$ cat src/rtl/ctrl_fsm.sv
// Purpose : multi-cycle control sequencer; steps one opcode through DECODE/EXEC/MEM/WB phases.
// Latency : ALU/move retire 3 cycles after accept, branch 2, load/store wait on mem_ready, illegal drops after DECODE.
// Backpress: instr_ready is high only in FETCH; MEM holds until mem_ready, so one instruction is in flight at a time.
//
// Optional feature macro: CTRL_PERF_CNT_EN (saturating retire/stall counters; tied to 0 when undefined).
//
// Ports:
//   clk, rst_n                      clock (rising edge), asynchronous active-low reset
//   instr, instr_valid, instr_ready opcode handshake from fetch
//   mem_ready, mem_req              data memory request/complete
//   RegDst, Branch, MemtoReg, MemWrite, ALUSrc, RegWrite, MoveCtrl, ALUOp, pc_en  datapath controls
//   illegal                         one-cycle pulse on an unknown opcode
//   instr_cnt, stall_cnt            retired instructions / memory stall cycles
module ctrl_fsm #(
    parameter int MCODEBITS = 3,
    parameter int OPWIDTH   = 3,
    parameter int CNTW      = 16
) (
    input  logic                 clk,
    input  logic                 rst_n,
    input  logic [MCODEBITS-1:0] instr,
    input  logic                 instr_valid,
    output logic                 instr_ready,
    input  logic                 mem_ready,
    output logic                 mem_req,
    output logic                 RegDst,
    output logic                 Branch,
    output logic                 MemtoReg,
    output logic                 MemWrite,
    output logic                 ALUSrc,
    output logic                 RegWrite,
    output logic                 MoveCtrl,
    output logic [OPWIDTH-1:0]   ALUOp,
    output logic                 pc_en,
    output logic                 illegal,
    output logic [CNTW-1:0]      instr_cnt,
    output logic [CNTW-1:0]      stall_cnt
);

    typedef enum logic [2:0] {
        S_FETCH  = 3'd0,
        S_DECODE = 3'd1,
        S_EXEC   = 3'd2,
        S_MEM    = 3'd3,
        S_WB     = 3'd4
    } state_t;

    state_t                 r_state;
    state_t                 w_next;
    logic [MCODEBITS-1:0]   r_op;

    logic                   w_op_hi;
    logic [2:0]             w_op_lo;
    logic                   w_is_alu;
    logic                   w_is_load;
    logic                   w_is_store;
    logic                   w_is_move;
    logic                   w_is_branch;
    logic                   w_is_illegal;
    logic [OPWIDTH-1:0]     w_alu_sel;

    // Any set bit above the 3-bit opcode map makes the opcode illegal.
    if (MCODEBITS > 3) begin : g_op_hi
        assign w_op_hi = |r_op[MCODEBITS-1:3];
    end else begin : g_no_op_hi
        assign w_op_hi = 1'b0;
    end

    assign w_op_lo      = r_op[2:0];
    assign w_is_alu     = !w_op_hi && (w_op_lo < 3'd3);
    assign w_is_load    = !w_op_hi && (w_op_lo == 3'd3);
    assign w_is_store   = !w_op_hi && (w_op_lo == 3'd4);
    assign w_is_move    = !w_op_hi && (w_op_lo == 3'd5);
    assign w_is_branch  = !w_op_hi && (w_op_lo == 3'd7);
    assign w_is_illegal = w_op_hi || (w_op_lo == 3'd6);

    // ALU ops use their own code; everything else leaves the ALU at all-ones.
    assign w_alu_sel = w_is_alu ? OPWIDTH'(w_op_lo[1:0]) : {OPWIDTH{1'b1}};

    always_ff @(posedge clk or negedge rst_n) begin
        if (!rst_n) begin
            r_state <= S_FETCH;
            r_op    <= '0;
        end else begin
            r_state <= w_next;
            if (r_state == S_FETCH && instr_valid) begin
                r_op <= instr;
            end
        end
    end

    always_comb begin
        w_next      = r_state;
        instr_ready = 1'b0;
        mem_req     = 1'b0;
        RegDst      = 1'b0;
        Branch      = 1'b0;
        MemtoReg    = 1'b0;
        MemWrite    = 1'b0;
        ALUSrc      = 1'b0;
        RegWrite    = 1'b0;
        MoveCtrl    = 1'b0;
        ALUOp       = {OPWIDTH{1'b1}};
        pc_en       = 1'b0;
        illegal     = 1'b0;
        case (r_state)
            S_FETCH: begin
                instr_ready = 1'b1;
                if (instr_valid) begin
                    w_next = S_DECODE;
                end
            end
            S_DECODE: begin
                if (w_is_illegal) begin
                    illegal = 1'b1;
                    w_next  = S_FETCH;
                end else begin
                    w_next  = S_EXEC;
                end
            end
            S_EXEC: begin
                ALUOp = w_alu_sel;
                if (w_is_branch) begin
                    Branch = 1'b1;
                    pc_en  = 1'b1;
                    w_next = S_FETCH;
                end else if (w_is_load || w_is_store) begin
                    w_next = S_MEM;
                end else begin
                    w_next = S_WB;
                end
            end
            S_MEM: begin
                mem_req  = 1'b1;
                MemWrite = w_is_store;
                if (mem_ready) begin
                    // A store retires on the completing memory cycle; a load still needs writeback.
                    pc_en  = w_is_store;
                    w_next = w_is_store ? S_FETCH : S_WB;
                end
            end
            S_WB: begin
                RegWrite = 1'b1;
                MemtoReg = w_is_load;
                MoveCtrl = w_is_move;
                ALUOp    = w_alu_sel;
                pc_en    = 1'b1;
                w_next   = S_FETCH;
            end
            default: begin
                w_next = S_FETCH;
            end
        endcase
    end

`ifdef CTRL_PERF_CNT_EN
    logic [CNTW-1:0] r_instr_cnt;
    logic [CNTW-1:0] r_stall_cnt;

    always_ff @(posedge clk or negedge rst_n) begin
        if (!rst_n) begin
            r_instr_cnt <= '0;
            r_stall_cnt <= '0;
        end else begin
            if (pc_en && (r_instr_cnt != {CNTW{1'b1}})) begin
                r_instr_cnt <= r_instr_cnt + 1'b1;
            end
            if ((r_state == S_MEM) && !mem_ready && (r_stall_cnt != {CNTW{1'b1}})) begin
                r_stall_cnt <= r_stall_cnt + 1'b1;
            end
        end
    end

    assign instr_cnt = r_instr_cnt;
    assign stall_cnt = r_stall_cnt;
`else
    assign instr_cnt = '0;
    assign stall_cnt = '0;
`endif

endmodule

$ cat config.mk
export PLATFORM = sky130hd
export DESIGN_NAME = ctrl_fsm
export DESIGN_NICKNAME = d
export VERILOG_FILES = /design/src/rtl/ctrl_fsm.sv
export SDC_FILE = /design/constraint.sdc
export NUM_CORES = 1
export LEC_CHECK = 0
export CORE_MARGIN = 2
export CORE_UTILIZATION = 29
export CTS_CLUSTER_SIZE = 16
export DETAILED_ROUTE_END_ITERATION = 8
export PLACE_DENSITY_LB_ADDON = 0.08
export SKIP_LAST_GASP = 1
export SLEW_MARGIN = 40
export SYNTH_ARGS = -nofsm -noshare
export SYNTH_HDL_FRONTEND = slang
export SYNTH_SLANG_ARGS = --single-unit
export TNS_END_PERCENT = 20
$ cat constraint.sdc
create_clock -name clk -period 1.22 [get_ports clk]
set_input_delay 0.183 -clock clk [delete_from_list [all_inputs] [get_ports clk]]
set_output_delay 0.183 -clock clk [all_outputs]
set_load 0.02 [all_outputs]
==> results.txt, run 1 <==
* Power density relative to cell area: 2078 nW/um^2
- Internal Pwr Total: a little over 1000 uW
- The die covers roughly 2700 um^2.
- For this run, design rule violations remaining after detail routing come to 0.
* Status: finished with violations
* Count of placed standard cells in the final layout, fillers left out: between 100 and 150
- Failing checks: setup timing
- The number of antenna diodes in the final layout is 0.
- Most Crowded Layer GR: met2
- Vias after detailed routing: 510
- Horiz. Die Dim: between 50 and 60 um
- Counting along the longest clock path gives a buffer depth of 2.
- The share of total power dissipated in sequential elements is 0.218.
- After the first detailed-routing iteration, the DRC count stood at 3.
* Switching fraction of total power: 0.4425
* Layout area overhead: 32.44%
* Most common cell after layout, fill and taps aside: conb_1
- I/O Pins: 53
* Clock tree from TritonCTS: built
- Share of final-layout standard cells stronger than drive strength 1: 0.2883
- Maximum frequency from static timing analysis: about 0.6 GHz
- Of the total power, the clock network draws 0.098.
- Minimum clock period after layout: roughly 1700 ps
* Initial antenna violation count: 0
- Setup violations remaining at the end of the flow were counted as 17.
- The count of nets left with antenna violations once routing finished came out at 0.
- Met1 usage: 0.1183
* Kind of launch point of the worst setup path: flip-flop
* Overall die height: between 50 and 60 um
* Gr usage total: 0.08820
- R2R Setup Slk: -240 ps
* Arrival time of the worst setup path: between 1000 and 1500 ps
- Required time of the worst setup path: 1040 ps
* Later-pin clock latency in the skew report: about 240 ps
* Placeable Area: 2170 um^2
- The finished cells cover a little under 900 um^2.
- After synthesis the cells add up to approximately 660 um^2.
* Root buffer selected by CTS: clkbuf_4
- The number of clock buffers added by TritonCTS is 3.
* First-pass GRT wire length: ~1700 um
- Along the worst path, the maximum fanout reaches 5.
* Share of the yosys chip area belonging to registers: 0.2290
- CTS built an H-tree with a depth of 1.
- Once placement finished, the instance area stood at 854.6 um^2.
- Synthesis inferred 6 register bits.
- Initial Util: 0.3022
* Sw Pwr: about 800 uW
- Input and output buffers added on the ports amount to 18.
- Yosys printed 0 warnings.
- The share of total power dissipated in combinational logic is 0.684.
- The net count of the finished layout is 120.
* Number of rows created at floorplan: 17
* Met3 usage in global routing: 0.008621
- In the routed layout, each cell is associated on average with a via count of 3.669.
* Worst Slack Setup Final: -455.8 ps
- After clock tree synthesis, the clock-pin slew on the worst setup and hold paths is about 40 ps.
* Period utilization: 1.374
- Unrepaired setup endpoints after global routing: yes
- The number of endpoints with negative hold slack in the final report came to 0.
- Buffers inserted to repair hold after CTS numbered 0.
- Clock skew on the completed layout was measured at approximately 0.21 ps.
- Largest net degree at the start of global routing: 8
* Final-layout setup total negative slack: -5489 ps
- GRT Residual Overflow: 0
* Hold WC Path Type: primary input to async pin
- Worst hold slack: 180.6 ps
- Synthesis handed over a netlist of 80 instances.
- Each instance of the synthesized netlist takes up on average a little over 8 um^2.
- Number of global-route vias before repair: approximately 420
* Most used cells in the layout excluding fill and tap cells: conb_1, buf_4, nand2_1, clkdlybuf4s50_1, dlygate4sd2_1
- After filler insertion, the fill cell instance count of the layout stands at roughly 240.
- Number of cells in the design after placement: ~140
- Worst setup path category: flip-flop to output pin
- Number of maximum-capacitance constraint violations: 0
* Met2 global-route usage: 0.1303
- In the final routed layout, each cell accounts on average for around 8.3 um.
* Leak pwr: between 0.0004 and 0.0005 uW
* Count of cell types in the netlist: 26
- Number of detailed-route iterations in the first pass: 4
* GP Congestion: 0.6936
- Placed wire-length estimate: roughly 1000 um
- The final layout contains routed wiring with a total length of ~1200 um.
- Max VDD drop: just over 0.9 mV
- STA classifies the critical path endpoint as an output pin.
- The max-slew violation count is 0.
- Clock tree synthesis found a total of 6 sinks.
area by class of cell:
type	instances	area, um^2	area share
clock buffers	3	22.52	0.02594
inverters	3	11.26	0.01297
multi-input cells	67	380.4	0.4380
flip-flops and latches	6	152.6	0.1758
well taps	28	35.03	0.04035
repair buffers	32	266.5	0.3069
path summary, 6_finish.rpt:
| check | start | end | cells past startpoint |
|---|---|---|---|
| max | r_state[1] | ALUOp[1] | 4 |
| min | rst_n | r_op[2] | 1 |
| max reg2reg | r_op[2] | r_state[0] | 5 |
| min reg2reg | r_op[2] | r_op[2] | 1 |
| max in group asynchronous | rst_n | r_state[1] | 1 |
| min in group clk | instr[2] | r_op[2] | 2 |
cells by family (layout without fill, tap and decap cells):
| family | count (synthesis) | count (layout) | share of synthesized area |
|---|---|---|---|
| flops | 6 | 6 | 0.2290 |
| xor+xnor | 1 | 1 | 0.01336 |
| mux | 3 | 3 | 0.05152 |
| compound gates | 3 | 3 | 0.03816 |
| other cells | 1 | 34 | 0.005720 |
| buf+inv | 40 | 38 | 0.4275 |
| simple gates | 26 | 26 | 0.2347 |
metal layers:
layer | up-vias | part of all wire
met5 | - | 0
met4 | 0 | 0
met3 | 0 | 0.074
met2 | 24 | 0.50
met1 | 230 | 0.43
li1 | 256 | -
flip-flops by register name, summed over array words and instances, names as in the netlist:
signal,count
r_state,3
r_op,3
power by group through the flow:
stage          logic [uW]  clock network, uW  registers [uW]
2_1_floorplan         848                  0             367
3_3_place_gp         1270                  0             399
3_5_place_dp         1270                  0             398
4_1_cts              1240                193             395
5_1_grt              1340                200             409
6_report             1230                177             394
what timing repair did:
item / 4_1_cts / 5_1_grt
resized for setup: 33 / 5
endpoints found under the setup margin: 17 / 18
pin swaps: 3 / 0
setup buffers: 1 / 0
cells in the mapped netlist:
| cell type | number | area, um^2 |
|---|---|---|
| nand2_1 | 6 | 22.52 |
| nand2b_1 | 1 | 6.260 |
| a2111o_1 | 1 | 11.26 |
| nor3_2 | 1 | 10.01 |
| buf_2 | 1 | 5.000 |
| buf_4 | 34 | 255.2 |
| dfrtp_1 | 6 | 150.1 |
| nand4b_1 | 1 | 8.760 |
| nor4_1 | 2 | 12.51 |
| inv_1 | 3 | 11.26 |
| nand3b_1 | 3 | 22.52 |
| o21ai_0 | 1 | 5.000 |
| nand4bb_1 | 1 | 11.26 |
| conb_1 | 1 | 3.750 |
| clkbuf_2 | 1 | 5.000 |
| xnor2_1 | 1 | 8.760 |
| nor2_1 | 4 | 15.01 |
| or3b_1 | 1 | 8.760 |
| or3_1 | 1 | 6.260 |
| clkbuf_1 | 1 | 3.750 |
| mux2_2 | 3 | 33.78 |
| a211o_1 | 1 | 8.760 |
| nand3_1 | 1 | 5.000 |
| nor3b_1 | 1 | 7.510 |
| nor3_1 | 1 | 5.000 |
| or2_1 | 2 | 12.51 |
stage by stage:
| step | setup WS (ps) | power [uW] | utilization |
|---|---|---|---|
| after floorplan | -228.6 | 1216 | - |
| after global placement | -599.2 | 1670 | 0.3939 |
| after detailed placement | -624.9 | 1665 | 0.3939 |
| after CTS | -479.0 | 1825 | 0.3991 |
| after global routing | -498.3 | 1951 | 0.4002 |
| final | -455.8 | 1805 | 0.4002 |
critical path: stages (launching register included):
cell,delay [ps]
dfrtp_2,430
xnor2_1,130
or3_1,320
or2_1,240
buf_6,130
Note: power is estimated with default switching activity, not from simulation.
==> run 2: changes to the inputs <==
--- a/config.mk
+++ b/config.mk
@@ -9,6 +9,7 @@
 export CORE_UTILIZATION = 29
 export CTS_CLUSTER_SIZE = 16
 export DETAILED_ROUTE_END_ITERATION = 8
+export GPL_TIMING_DRIVEN = 0
 export PLACE_DENSITY_LB_ADDON = 0.08
 export SKIP_LAST_GASP = 1
 export SLEW_MARGIN = 40
==> run 2 against run 1 <==
  * The flow still finishes with violations (setup timing)
  * Non-clock buffer count is 30 higher
  * Clock skew is 2.0 ps higher
  * Critical path depth stayed put
  * Wire length is 17% higher
  * Sequential power is 14% higher
  * Count of clock-buffer cells in the layout stayed put
  * Critical path type unchanged
==> results.txt, run 2 (synthesis results as in run 1) <==
- The run finished, with violations left.
* Failing checks: setup timing
- Root buffer selected by CTS: clkbuf_4
- Cell count of the worst reg-to-reg path: 4 (-1)
- The number of endpoints failing setup at the final stage is 18 (+1).
- Leading registers by flop count: r_op: 3 flops, r_state: 3 flops
- The total routed wirelength came to 1350 um (+17%).
- The net switching power figure was 844.3 uW (+5.7%).
- The worst setup path is of the flip-flop to output pin kind.
* Clock Tree Buf Depth: 2 (unchanged)
* DRT iter0 DRCs: 15 (+12)
- Max VDD drop: 1.220 mV (+31%)
* Number of inserted filler cells in the final layout: 238 (+1.3%)
* Number of maximum-capacitance constraint violations: 0 (unchanged)
- The overall fraction of global-route tracks in use came to 0.09544 (+0.007241).
* Number of cells in the design after placement: 159 (+18%)
- H-tree lvl count: 1 (unchanged)
- The clock network fraction of design power came to 0.090 (-0.008).
* Worst clock skew: 2.225 ps (+2.012 ps)
- Overall die height: 51.55 um (unchanged)
- Number of DRC violations after detailed routing: 0 (unchanged)
- Final Hold Fails: 0 (unchanged)
- Most common cell after layout, fill and taps aside: buf_4
- Clock tree from TritonCTS: built
- I/O Pins: 53 (unchanged)
- The core outline area is 2170 um^2 (unchanged).
- The path class of the tightest hold or removal check is primary input to async pin.
- The number of antenna cells inserted is 0 (unchanged).
- The post-route clock period utilization is 1.402 (+0.02838).
* Number of input and output port buffers inserted: 18 (unchanged)
* Clock transition at the register clock pins on the worst setup and hold paths after CTS: 40 ps (about the same)
* Power density relative to cell area: 1724 nW/um^2 (-17%)
* Arrival time of the worst setup path: 1530 ps (+40 ps)
- Cell area after layout: 1114 um^2 (+28%)
- Later-pin clock latency in the skew report: 240 ps (about the same)
- The multi-input gate area in the final layout came to 385.4 um^2 (+1.3%).
- Horiz. Die Dim: 51.55 um (unchanged)
- The register-to-register path setup slack was -350 ps (-110 ps).
- In this run the worst setup path terminates at ALUOp[0].
- Maximum frequency from static timing analysis: 0.5846 GHz (-2.0%)
* Initial Util: 0.3022 (unchanged)
* Vias after detailed routing: 585 (+15%)
- Switching fraction of total power: 0.4399 (-0.002647)
- The count of nets after finishing came to 150 (+25%).
* Number of nets with antenna violations after detailed routing: 0 (unchanged)
* Unrepaired setup endpoints after global routing: yes
- Most used cells in the layout excluding fill and tap cells: buf_4, conb_1, nand2_1, clkdlybuf4s50_1, dlygate4sd2_1
- STA classifies the critical path startpoint as a flip-flop.
- The total internal power is 1075 uW (+6.9%).
- Share of power burned in registers: 0.235 (+0.017)
- The detailed-routing iteration count for the pre-antenna-repair pass was 4 (unchanged).
- The worst register-to-register path ends at r_state[0].
* Minimum clock period after layout: 1710 ps (+34.62 ps)
- STA classifies the critical path endpoint as an output pin.
- Layout area overhead: 69.85%
* Clock Sinks: 6 (unchanged)
* GP Congestion: 0.6601 (-4.8%)
- The max-slew violation count was 0 (unchanged).
- The maximum number of pins on one net before global-route repair was 10 (+2).
- The number of cell rows was 17 (unchanged).
- Leak pwr: 0.0006241 uW (+36%)
- Post-CTS Hold Buffers: 0 (unchanged)
- Drt wl/cell: 7.988 um (-3.9%)
- Launch instance of the worst register-to-register path: r_op[2]
- The ratio of routed vias to standard cells came to 3.462 (-5.7%).
- Worst Slack Setup Final: -490.4 ps (-34.62 ps)
* Initial antenna violation count: 0 (unchanged)
* Count of placed standard cells in the final layout, fillers left out: 169 (+22%)
- The maximum fanout count along the critical path is 7 (+2).
- Die Outline Area: 2657 um^2 (unchanged)
* Clock buffers created by TritonCTS: 3 (unchanged)
* Beginning of the critical path: r_state[1]
- The first-pass GRT wire length came to 1918 um (+9.9%).
- Share of final-layout standard cells stronger than drive strength 1: 0.4610 (+0.1727)
* Placed wire-length estimate: 1046 um (+1.0%)
- Number of global-route vias before repair: 462 (+11%)
- Sequential Area: 155.1 um^2 (+1.6%)
- GRT Residual Overflow: 0 (unchanged)
- Fraction of power consumed by combinational cells: 0.675 (-0.009)
- The total power consumption of the routed design came to 1919 uW (+6.4%).
- The data required time of the critical path came to 1040 ps (about the same).
- The placed standard-cell area was 1027 um^2 (+20%).
-- run 2: cell types whose count changed in the layout (fill, tap and decap cells not counted), sizes merged --
cell and delta:
clkbuf +1, clkdlybuf4s15 +1, buf +28
-- run 2: how the worst min path moves through the flow --
stage	from	end	slack, ps	depth (start not counted)
floorplan	rst_n	r_op[0]	-110	0
global placement	rst_n	r_state[1]	430	1
detailed placement	rst_n	r_state[1]	430	1
CTS	rst_n	r_op[2]	170	1
global route	rst_n	r_op[2]	170	1
finish	rst_n	r_op[2]	180	1
-- run 2: area by class of cell --
| cell class | instances | share of cell area |
|---|---|---|
| Timing Repair Buffer | 27 | 0.2112 |
| Sequential cell | 6 | 0.1393 |
| Tap cell | 28 | 0.03146 |
| Multi-Input combinational cell | 67 | 0.3461 |
| Clock buffer | 3 | 0.02022 |
| Buffer | 35 | 0.2416 |
| Inverter | 3 | 0.01011 |
-- run 2: metal layers --
metal / up-vias / global-route usage / share of wire
met5: - / 0 / 0
met4: 0 / 0.06579 / 0.011
met3: 2 / 0.01437 / 0.094
met2: 26 / 0.1560 / 0.50
met1: 242 / 0.1145 / 0.40
li1: 315 / - / -
-- run 2: per-stage QoR --
step | worst slack, ps | hold WS (ps) | TNS (ps) | util
finish | -490.4 | 175.0 | -5480 | 0.5133
global route | -575.3 | 174.3 | -6774 | 0.5133
CTS | -507.4 | 173.0 | -5675 | 0.5098
detailed placement | -744.9 | 432.7 | -7387 | 0.4735
global placement | -727.2 | 429.3 | -7224 | 0.4735
floorplan | -228.6 | -112.6 | -1906 | -
-- run 2: repair_timing --
action | in CTS | in global routing
pin swaps | 3 | 0
endpoints found under the setup margin | 18 | 18
buffers inserted | 9 | 0
resized for setup | 36 | 6
-- run 2: critical path: stages (launching register included) --
cell	delay (ps)
dfrtp_2	460
xnor2_1	140
or3_1	320
or2_1	230
buf_6	130
-- run 2: power by group through the flow --
stage | Sequential, uW | Combinational, uW | Clock (uW)
3_5_place_dp | 399 | 1150 | 0
3_3_place_gp | 393 | 1150 | 0
6_report | 451 | 1300 | 172
5_1_grt | 462 | 1390 | 206
2_1_floorplan | 367 | 848 | 0
4_1_cts | 432 | 1270 | 182
==> run 3: changes to the inputs <==
--- a/config.mk
+++ b/config.mk
@@ -10,6 +10,7 @@
 export CTS_CLUSTER_SIZE = 16
 export DETAILED_ROUTE_END_ITERATION = 8
 export GPL_TIMING_DRIVEN = 0
+export HOLD_SLACK_MARGIN = 0.02
 export PLACE_DENSITY_LB_ADDON = 0.08
 export SKIP_LAST_GASP = 1
 export SLEW_MARGIN = 40
==> results of run 3 <==
The final DEF is identical to that of run 2; final timing and power are the same.
==> variant (config.mk and constraints of run 3) <==
The 5 states of `state_t` get a Gray code encoding in 3 bits.
--- a/src/rtl/ctrl_fsm.sv
+++ b/src/rtl/ctrl_fsm.sv
@@ -38,11 +38,11 @@
 );
 
     typedef enum logic [2:0] {
-        S_FETCH  = 3'd0,
-        S_DECODE = 3'd1,
-        S_EXEC   = 3'd2,
-        S_MEM    = 3'd3,
-        S_WB     = 3'd4
+        S_FETCH  = 3'b000,
+        S_DECODE = 3'b001,
+        S_EXEC   = 3'b011,
+        S_MEM    = 3'b010,
+        S_WB     = 3'b110
     } state_t;
 
     state_t                 r_state;
Behaviour: no difference found for any inputs over 10 cycles, from zero or initial values and one cycle with rst_n low; not proved beyond that.
==> variant against run 3 <==
The flow still finishes with violations (negative setup slack). Count of clock-buffer cells in the layout stayed put. Sequential cell count stayed put. Wire length up 12%. Area after synthesis increased by 3.6%. Worst setup slack gained 0.059 ns. Critical path type unchanged. Cell area grew 7.5%. Total power up 22%. Register-to-register slack better by 0.16 ns. Via count grew 10%.
==> variant: results (changes against run 3) <==
| Metric | Value |
|---|---|
| Top post-synthesis cells by area | `buf_4 (38%), dfrtp_1 (22%), mux2_4 (6.6%), nand2b_1 (4.6%), nor4_1 (4.6%)` |
| Failing checks | `negative setup slack` |
| Crit-path max FO | `10 (+3)` |
| Layout Area Growth over Synthesis | `76.2%` |
| Cells after Synth | `82 (+2.5%)` |
| Worst clock skew | `0.00695 ns (+0.00473 ns)` |
| Post-route insts no fill | `171 (+1.2%)` |
| Status | `finished with violations` |
| Fillers | `225 (-5.5%)` |
| Max IR drop VDD | `1080 uV (-12%)` |
| Pwr Density | `1960 nW/um^2 (+14%)` |
| Routability cong. | `0.745 (+13%)` |
| Delay-heaviest family, CP | `flip-flops` |
| Pint | `1300 uW (+21%)` |
| Post-Synth XOR/XNOR Area | `1.29% (-0.047 points)` |
| Setup Viol. Count Final | `17 (-1)` |
| Post-CTS setup repair buffer count | `6 (-3)` |
| Inst Count DP | `161 (+1.3%)` |
| R2r startpoint | `r_state[0]` |
| Slowest cell on the critical path | `dfrtp_1` |
| CTS resizes | `56 (+56%)` |
| Met3 Routed Length | `172 um (+35%)` |
| GRT Util Overall | `11.8% (+2.2 points)` |
| Vias in the first global route | `564 (+22%)` |
| Seq cells | `6 (unchanged)` |
| Distinct cells, synth | `22 (-15%)` |
| Largest net degree at the start of global routing | `11 (+1)` |
| Seq/total area | `13.0% (-0.98 points)` |
| Final WL | `1520 um (+12%)` |
| NonClk Buf Share | `43.9% (-1.4 points)` |
| Worst path max stage delay | `0.38 ns (-0.08 ns)` |
| Share of layout cells above drive strength 1 | `52.4% (+6.3 points)` |
| First-pass GRT wire length | `2370 um (+23%)` |
| Mux cell area share after synthesis | `6.63% (+1.5 points)` |
| Invs w/o clock | `1 (-2)` |
| Synth cell count leaders | `buf_4 (34), dfrtp_1 (6), nor2_1 (6), nand2b_1 (5), nor4_1 (5)` |
| DRT iter0 DRCs | `11 (-4)` |
| Post-synthesis sequential area ratio | `22.1% (-0.80 points)` |
| Post-route setup slack | `-0.431 ns (+0.0591 ns)` |
| Area post-placement | `1070 um^2 (+4.0%)` |
| Clock-cell share of area | `1.88% (-0.14 points)` |
| Via-to-Cell Ratio | `3.77 (+9.0%)` |
| Placed wire-length estimate | `1120 um (+7.1%)` |
[variant: changes by cell type after synthesis, moves of 2 or more]
cell	delta
or2_1	-2
nand2_1	-2
mux2_2	-3
buf_2	+2
mux2_4	+3
nand2b_1	+4
a21oi_1	+2
inv_1	-2
nor4_1	+3
nand3b_1	-3
nor2_1	+2
[variant: worst paths after layout]
kind	end	slack, ns	depth (start not counted)
hold / removal	r_state[2]	0.17	1
hold reg to reg	r_state[1]	0.55	2
setup / recovery	pc_en	-0.43	5
setup reg to reg	r_op[0]	-0.19	4
min in group clk	r_state[1]	0.55	2
max in group asynchronous	r_op[0]	0.81	1
[variant: per-layer routing]
metal	track usage (%)	vias up
li1	-	329
met1	13.1	275
met2	20.0	39
met3	2.57	2
met4	7.69	0
met5	0	-
[variant: power by group through the flow]
stage               clock (uW)  sequential, uW  combinational, uW
global placement             0             459               1310
detailed placement           0             464               1320
CTS                        192             493               1630
floorplan                    0             415               1000
finish                     190             507               1650
global route               208             528               1770
